==> src/rtl/posit_normalize_arbiter_pkg.sv <==
// Shared types and width helpers for the denormalized-posit (pd) operand format.
// Operand field order, MSB first: sign, zero, NaR, scale, fraction, guard, round, sticky.
package posit_normalize_arbiter_pkg;

    typedef enum logic [1:0] {
        RZERO    = 2'd0,
        RNTE     = 2'd1,
        RPLUSINF = 2'd2,
        RMININF  = 2'd3
    } rounding_e;

    typedef enum logic {
        NORMAL = 1'b0,
        WIDE   = 1'b1
    } pd_type_e;

    // Signed scale width: covers +/-(n-2)*2^es plus the exponent field, with a sign bit.
    function automatic int get_scale_width(input int n, input int es, input pd_type_e t);
        int w;
        w = $clog2((n - 1) << es) + 1;
        return (t == WIDE) ? w + 1 : w;
    endfunction

    function automatic int get_fraction_width(input int n, input int es, input pd_type_e t);
        return (t == WIDE) ? 2 * n : n - 3 - es;
    endfunction

    function automatic int pd_width(input int n, input int es, input pd_type_e t);
        return 6 + get_scale_width(n, es, t) + get_fraction_width(n, es, t);
    endfunction

    localparam int DEF_POSIT_WIDTH = 32;
    localparam int DEF_POSIT_ES    = 2;
    localparam int DEF_SCALE_W     = get_scale_width(DEF_POSIT_WIDTH, DEF_POSIT_ES, NORMAL);
    localparam int DEF_FRAC_W      = get_fraction_width(DEF_POSIT_WIDTH, DEF_POSIT_ES, NORMAL);

    typedef struct packed {
        logic                          sign;
        logic                          zero;
        logic                          nar;
        logic signed [DEF_SCALE_W-1:0] scale;
        logic [DEF_FRAC_W-1:0]         fraction;
        logic                          guard;
        logic                          round;
        logic                          sticky;
    } pd_t;

endpackage

==> src/rtl/posit_normalize_arbiter_normalizer.sv <==
// Combinational posit normalize/round: builds regime, exponent and fraction, rounds, negates.
// Assumes ES >= 1; scales outside the representable range saturate to maxpos/minpos.
module posit_normalizer
    import posit_normalize_arbiter_pkg::*;
#(
    parameter int        N             = 32,
    parameter int        ES            = 2,
    parameter int        SW            = 8,
    parameter int        FW            = 27,
    parameter rounding_e ROUNDING_MODE = RNTE,
    localparam int       PDW           = 6 + SW + FW
) (
    input  logic [PDW-1:0] i_pd,
    output logic [N-1:0]   o_posit
);

    localparam int TW = ES + FW + 3;
    localparam int VW = 2 + TW + N;
    localparam logic signed [SW-1:0] K_HI = SW'(N - 2);
    localparam logic signed [SW-1:0] K_LO = -K_HI;

    logic                 w_sign;
    logic                 w_zero;
    logic                 w_nar;
    logic signed [SW-1:0] w_scale;
    logic [FW-1:0]        w_frac;
    logic [2:0]           w_grs;
    logic signed [SW-1:0] w_k;
    logic [SW-1:0]        w_shamt;
    logic [VW-1:0]        w_init;
    logic [VW-1:0]        w_shifted;
    logic [N-2:0]         w_body;
    logic                 w_guard;
    logic                 w_sticky;
    logic                 w_inc;
    logic [N-1:0]         w_sum;
    logic [N-2:0]         w_mag;
    logic [N-1:0]         w_pos;

    assign {w_sign, w_zero, w_nar, w_scale, w_frac, w_grs} = i_pd;

    // Regime run length is k+1 ones for k>=0 and -k zeros for k<0; an arithmetic
    // shift of a two-bit seed by k (or ~k) produces either run with its terminator.
    assign w_k       = w_scale >>> ES;
    assign w_shamt   = w_k ^ {SW{w_k[SW-1]}};
    assign w_init    = {~w_k[SW-1], w_k[SW-1], w_scale[ES-1:0], w_frac, w_grs, {N{1'b0}}};
    assign w_shifted = $signed(w_init) >>> w_shamt;

    assign w_body   = w_shifted[VW-1 -: N-1];
    assign w_guard  = w_shifted[VW-N];
    assign w_sticky = |w_shifted[VW-N-1:0];

    always_comb begin
        w_inc = 1'b0;
        case (ROUNDING_MODE)
            RZERO:    w_inc = 1'b0;
            RNTE:     w_inc = w_guard & (w_body[0] | w_sticky);
            RPLUSINF: w_inc = (w_guard | w_sticky) & ~w_sign;
            RMININF:  w_inc = (w_guard | w_sticky) & w_sign;
            default:  w_inc = 1'b0;
        endcase
    end

    assign w_sum = {1'b0, w_body} + {{(N-1){1'b0}}, w_inc};

    always_comb begin
        w_mag = w_sum[N-1] ? {(N-1){1'b1}} : w_sum[N-2:0];
        if (w_k > K_HI) begin
            w_mag = {(N-1){1'b1}};
        end else if (w_k < K_LO) begin
            w_mag = {{(N-2){1'b0}}, 1'b1};
        end
    end

    assign w_pos = {1'b0, w_mag};

    always_comb begin
        o_posit = w_sign ? (~w_pos + 1'b1) : w_pos;
        if (w_nar) begin
            o_posit = {1'b1, {(N-1){1'b0}}};
        end else if (w_zero) begin
            o_posit = '0;
        end
    end

endmodule

==> src/rtl/posit_normalize_arbiter_rr_arbiter.sv <==
// Round-robin arbiter: grants the first requester at or after the priority pointer.
// The pointer moves past the granted requester only when the grant is taken.
module rr_arbiter #(
    parameter int  NUM_REQ = 4,
    localparam int IW      = $clog2(NUM_REQ)
) (
    input  logic               clk,
    input  logic               rst_n,
    input  logic [NUM_REQ-1:0] i_req,
    input  logic               i_advance,
    output logic [NUM_REQ-1:0] o_grant,
    output logic [IW-1:0]      o_grant_idx
);

    logic [IW-1:0] r_ptr;
    logic          w_found;

    always_comb begin
        o_grant     = '0;
        o_grant_idx = '0;
        w_found     = 1'b0;
        for (int off = 0; off < NUM_REQ; off++) begin
            if (!w_found && i_req[(int'(r_ptr) + off) % NUM_REQ]) begin
                w_found                                  = 1'b1;
                o_grant[(int'(r_ptr) + off) % NUM_REQ]   = 1'b1;
                o_grant_idx                              = IW'((int'(r_ptr) + off) % NUM_REQ);
            end
        end
    end

    always_ff @(posedge clk or negedge rst_n) begin
        if (!rst_n) begin
            r_ptr <= '0;
        end else if (i_advance) begin
            r_ptr <= (o_grant_idx == IW'(NUM_REQ - 1)) ? '0 : o_grant_idx + 1'b1;
        end
    end

endmodule

==> src/rtl/posit_normalize_arbiter.sv <==
// Shares one posit normalizer among NUM_REQ requesters through a round-robin arbiter
// and a 2-stage valid/ready pipeline (stage 1: pd operand, stage 2: rounded posit).
module posit_normalize_arbiter
    import posit_normalize_arbiter_pkg::*;
#(
    parameter int        POSIT_WIDTH   = 32,
    parameter int        POSIT_ES      = 2,
    parameter pd_type_e  PD_TYPE       = NORMAL,
    parameter rounding_e ROUNDING_MODE = RNTE,
    parameter int        NUM_REQ       = 4,
    parameter int        ID_WIDTH      = $clog2(NUM_REQ),
    localparam int       PD_WIDTH      = pd_width(POSIT_WIDTH, POSIT_ES, PD_TYPE)
) (
    input  logic                              clk,
    input  logic                              rst_n,
    input  logic [NUM_REQ-1:0]                req_valid_i,
    output logic [NUM_REQ-1:0]                req_ready_o,
    input  logic [NUM_REQ-1:0][PD_WIDTH-1:0]  req_pd_i,
    output logic                              res_valid_o,
    input  logic                              res_ready_i,
    output logic [POSIT_WIDTH-1:0]            res_posit_o,
    output logic [ID_WIDTH-1:0]               res_id_o,
    output logic                              busy_o
);

    localparam int SCALE_W = get_scale_width(POSIT_WIDTH, POSIT_ES, PD_TYPE);
    localparam int FRAC_W  = get_fraction_width(POSIT_WIDTH, POSIT_ES, PD_TYPE);

    logic                   r_ready_en;
    logic                   r_s1_valid;
    logic [PD_WIDTH-1:0]    r_s1_pd;
    logic [ID_WIDTH-1:0]    r_s1_id;
    logic                   r_s2_valid;
    logic [POSIT_WIDTH-1:0] r_s2_posit;
    logic [ID_WIDTH-1:0]    r_s2_id;

    logic [NUM_REQ-1:0]     w_grant;
    logic [ID_WIDTH-1:0]    w_grant_idx;
    logic                   w_s1_load;
    logic                   w_s2_load;
    logic                   w_take;
    logic                   w_accept;
    logic [POSIT_WIDTH-1:0] w_norm_posit;

    assign w_s2_load = !r_s2_valid | res_ready_i;
    assign w_s1_load = !r_s1_valid | w_s2_load;
    // Readies stay low for the first edge after reset release.
    assign w_take    = w_s1_load & r_ready_en;
    assign w_accept  = (|w_grant) & w_take;

    generate
        for (genvar gi = 0; gi < NUM_REQ; gi++) begin : g_ready
            assign req_ready_o[gi] = w_grant[gi] & w_take;
        end
    endgenerate

    rr_arbiter #(
        .NUM_REQ (NUM_REQ)
    ) u_arb (
        .clk         (clk),
        .rst_n       (rst_n),
        .i_req       (req_valid_i),
        .i_advance   (w_accept),
        .o_grant     (w_grant),
        .o_grant_idx (w_grant_idx)
    );

    posit_normalizer #(
        .N             (POSIT_WIDTH),
        .ES            (POSIT_ES),
        .SW            (SCALE_W),
        .FW            (FRAC_W),
        .ROUNDING_MODE (ROUNDING_MODE)
    ) u_norm (
        .i_pd    (r_s1_pd),
        .o_posit (w_norm_posit)
    );

    always_ff @(posedge clk or negedge rst_n) begin
        if (!rst_n) begin
            r_ready_en <= 1'b0;
            r_s1_valid <= 1'b0;
            r_s1_pd    <= '0;
            r_s1_id    <= '0;
            r_s2_valid <= 1'b0;
            r_s2_posit <= '0;
            r_s2_id    <= '0;
        end else begin
            r_ready_en <= 1'b1;
            if (w_s1_load) begin
                r_s1_valid <= w_accept;
                if (w_accept) begin
                    r_s1_pd <= req_pd_i[w_grant_idx];
                    r_s1_id <= w_grant_idx;
                end
            end
            if (w_s2_load) begin
                r_s2_valid <= r_s1_valid;
                if (r_s1_valid) begin
                    r_s2_posit <= w_norm_posit;
                    r_s2_id    <= r_s1_id;
                end
            end
        end
    end

    assign res_valid_o = r_s2_valid;
    assign res_posit_o = r_s2_posit;
    assign res_id_o    = r_s2_id;
    assign busy_o      = r_s1_valid | r_s2_valid;

endmodule

==> config.mk <==
export PLATFORM = sky130hd
export DESIGN_NAME = posit_normalize_arbiter
export DESIGN_NICKNAME = d
export VERILOG_FILES = /design/src/rtl/posit_normalize_arbiter_pkg.sv /design/src/rtl/posit_normalize_arbiter_normalizer.sv /design/src/rtl/posit_normalize_arbiter_rr_arbiter.sv /design/src/rtl/posit_normalize_arbiter.sv
export SDC_FILE = /design/constraint.sdc
export NUM_CORES = 1
export LEC_CHECK = 0
export BUFFER_PORTS_ARGS = -buffer_cell sky130_fd_sc_hd__buf_4
export CAP_MARGIN = 20
export CORE_MARGIN = 2
export CORE_UTILIZATION = 30
export DETAILED_ROUTE_END_ITERATION = 6
export GPL_TIMING_DRIVEN = 0
export PLACE_DENSITY = 0.51
export RECOVER_POWER = 25
export SLEW_MARGIN = 0
export SYNTH_ARGS = -nofsm -noshare
export SYNTH_HDL_FRONTEND = slang
export SYNTH_HIERARCHICAL = 1
export SYNTH_SLANG_ARGS = --single-unit
==> constraint.sdc <==
create_clock -name clk -period 6.28 [get_ports clk]
set_input_delay 0.314 -clock clk [delete_from_list [all_inputs] [get_ports clk]]
set_output_delay 0.314 -clock clk [all_outputs]
set_load 0.01 [all_outputs]
==> reports/qor.csv <==
metric,value,unit
slew_headroom,-95.7,%
slowest_stage,or4_4,
criticalPathCategory,reg -> reg,
syn-num-nets,1453,
yosysWarnings,6,
grt_pass1_vias,11800,
syn_area_per_cell,8.80,µm²
drc_errors,0,
initial_utilization,30.5,%
overflow,0,
syn2layout_area_growth,26.1,%
worst_path_most_repeated_cell,buf_2,
chipWidth,197,µm
synth-seq-area-share,18.3,%
hpwl,36.5,mm
cts_buffers,9,
critPathMaxStageDelay,560,ps
crit_chain,buf_2 -> buf_2 -> nor2b_1 -> clkbuf_1 -> nor2_1 -> nand2_1 -> o22ai_1 -> a2111o_1 -> or4_4 -> or4b_1 -> buf_2 -> o21ai_4 -> clkbuf_4 -> o21ai_0 -> ha_2 -> and3_1 -> and2_1 -> buf_2 -> or3_1 -> a21oi_1 -> mux2_2,
synth_area_leader_cell,dfrtp_1,
worstMarginPinSlew,2940,ps
ioPinCount,211,
violations,"max-capacitance violations, max-slew violations",
rr_startpoint,r_s1_pd[37],
synth_ff_type,dfrtp_1,
place_congestion,0.967,
r2r-end,res_posit_o[14],
ys_types,106,
clk_path_buf_depth,2,
yosysMostFrequentCell,nor2_1,
finalHoldViolCount,0,
r2r_cells,21,
clk_pin_slew,60,ps
rows,70,
required,6590,ps
startpoint,r_s1_pd[37],
antenna_cells,0,
postRouteAntennaNets,0,
grt_pass1_wl,70.8,mm
cap_violations,2,
num_vias,12100,
layout.nets,1683,
track_usage,23.6,%
outcome,"finished, violations left",
cp_num_buf_inv,6,
min_path_cells,3,
totalWireLength,45.9,mm
finalSetupViolCount,0,
design_area,14100,µm²
synth_edf_count,0,
clkSinkCount,82,
antenna_found_initial,0,
fp.dieArea,38800,µm²
drive_gt1_share,36.3,%
finalMaxSlewViolations,85,
arrival,6350,ps
worst_setup_path_start_kind,flop,
fp.coreArea,36700,µm²
h-tree-depth,3,
min_period,6050,ps
finClkSkew,11.6,ps
nFillCells,3752,
synth_cells,1271,
cts_root_buf,clkbuf_16,
hold_path_startpoint,res_ready_i,
vias_per_cell,6.12,
grt_max_degree,83,
wire_per_inst,23.3,µm
port-buffer-count,209,
crit_fanout,10,
placed_area,13300,µm²
die_h,197,µm
drtIter0Drc,1450,
cts_tree,built,
hold_path_class,in -> reg,
first_pass_iters,6,
min_to,res_valid_o,
synthArstFlopShare,100,%
synth_commonest_cells,"102 x nor2_1, 82 x dfrtp_1, 76 x mux2_2",
yosys-top-cells-area,"dfrtp_1 18%, mux4_2 9.1%, mux2_2 7.7%",
fmax,165,MHz
netlist_area,11200,µm²
cp_top_family,simple AND/OR/NAND/NOR gates,
yosysTopAreaCellShare,18.3,%
fin_crit_sh,96.3,%
r2r_slack,230,ps
cp-end-kind,flop,
yosys_register_bits,82,
insertion_delay,370,ps
## cell usage in the layout (no fill, tap or decap), types with 15 or more instances in the layout
cell      synthesis  final
buf_4             6    224
nor2_1          102    101
dfrtp_1          82     81
mux2_2           76     76
nand2_1          75     74
o22ai_1          59     59
a21oi_1          58     56
o21ai_0          55     55
mux4_2           45     45
mux2i_1          41     41
mux2_4           40     40
clkbuf_1         44     38
buf_2            33     32
nor3_1           35     32
nand3_1          27     27
a22oi_1          22     22
xnor2_1          23     22
o221ai_1         22     22
or3_1            21     21
inv_1            19     19
a31oi_1          18     18
and3_1           15     15
## registers in the layout, summed over array words and instances (netlist names), named ones only
| name | count |
|---|---|
| r_ready_en | 1 |
| r_s1_id | 2 |
| r_s1_pd | 41 |
| r_s1_valid | 1 |
| res_id_o | 2 |
| res_posit_o | 32 |
| res_valid_o | 1 |
| u_arb/r_ptr | 1 |
## timing repair
item | 4_1_cts | 5_1_grt
setup endpoints to repair | 29 | 25
pin swaps | 2 | 6
endpoints found under the hold margin | 0 | 28
resized for setup | 23 | 52
buffers inserted | 4 | 5
hold buffers | 0 | 1
## worst min-delay path: stages
cell	delay (ps)
buf_4	80
nand2b_1	110
nand2b_1	60
## per-layer routing
| metal | up-vias | wire [µm] | global-route usage, % |
|---|---|---|---|
| met3 | 80 | 3500 | 3.45 |
| met5 | - | 0 | 0 |
| li1 | 5459 | - | - |
| met2 | 604 | 20600 | 36.6 |
| met4 | 0 | 1080 | 7.24 |
| met1 | 5941 | 20800 | 33.8 |
## cell families after synthesis
logic type / share of synthesized area (%)
and+or+nand+nor: 20.1
DFF: 18.3
AOI/OAI and AO/OA: 24.2
other: 0.0335
muxes: 26.8
buffers and inverters: 6.49
adders and majority gates: 1.41
xor gates and xnor gates: 2.65
## layout make-up
type	instances	area, µm²	share of cell area (%)
inverter	21	87.6	0.621
buffer	108	663	4.70
tap	468	586	4.15
timing repair buffer	221	1650	11.7
multi-input combinational	1058	8710	61.8
clock buffer	12	256	1.82
sequential	82	2050	14.6
clock inverter	4	97.6	0.692
## metrics by stage
| stage | util, % | TNS [ps] | hold slack [ps] | cells | setup slack [ps] |
|---|---|---|---|---|---|
| 2_1_floorplan | - | 0 | 18.4 | 1271 | 1000 |
| 3_5_place_dp | 36.4 | -15310 | 494 | 1949 | -1060 |
| 3_3_place_gp | 36.3 | -15130 | 492 | 1948 | -1080 |
| 6_report | 38.4 | 0 | 233 | 1974 | 234 |
| 5_1_grt | 38.4 | -1.48 | 239 | 1974 | -1.48 |
| 4_1_cts | 37.7 | 0 | 181 | 1968 | 38.0 |
## worst max-delay path by stage
stage          slack [ps]              end  cells after the start
2_1_floorplan        1000  res_posit_o[31]                     21
3_3_place_gp        -1080  res_posit_o[31]                     21
3_5_place_dp        -1060  res_posit_o[31]                     21
4_1_cts                40  res_posit_o[31]                     25
5_1_grt                -1  res_posit_o[14]                     21
6_report              230  res_posit_o[14]                     21
Power is left out: the tool's default activity adds up to more than one toggle a clock period on the data nets, which glitch-free logic cannot reach.
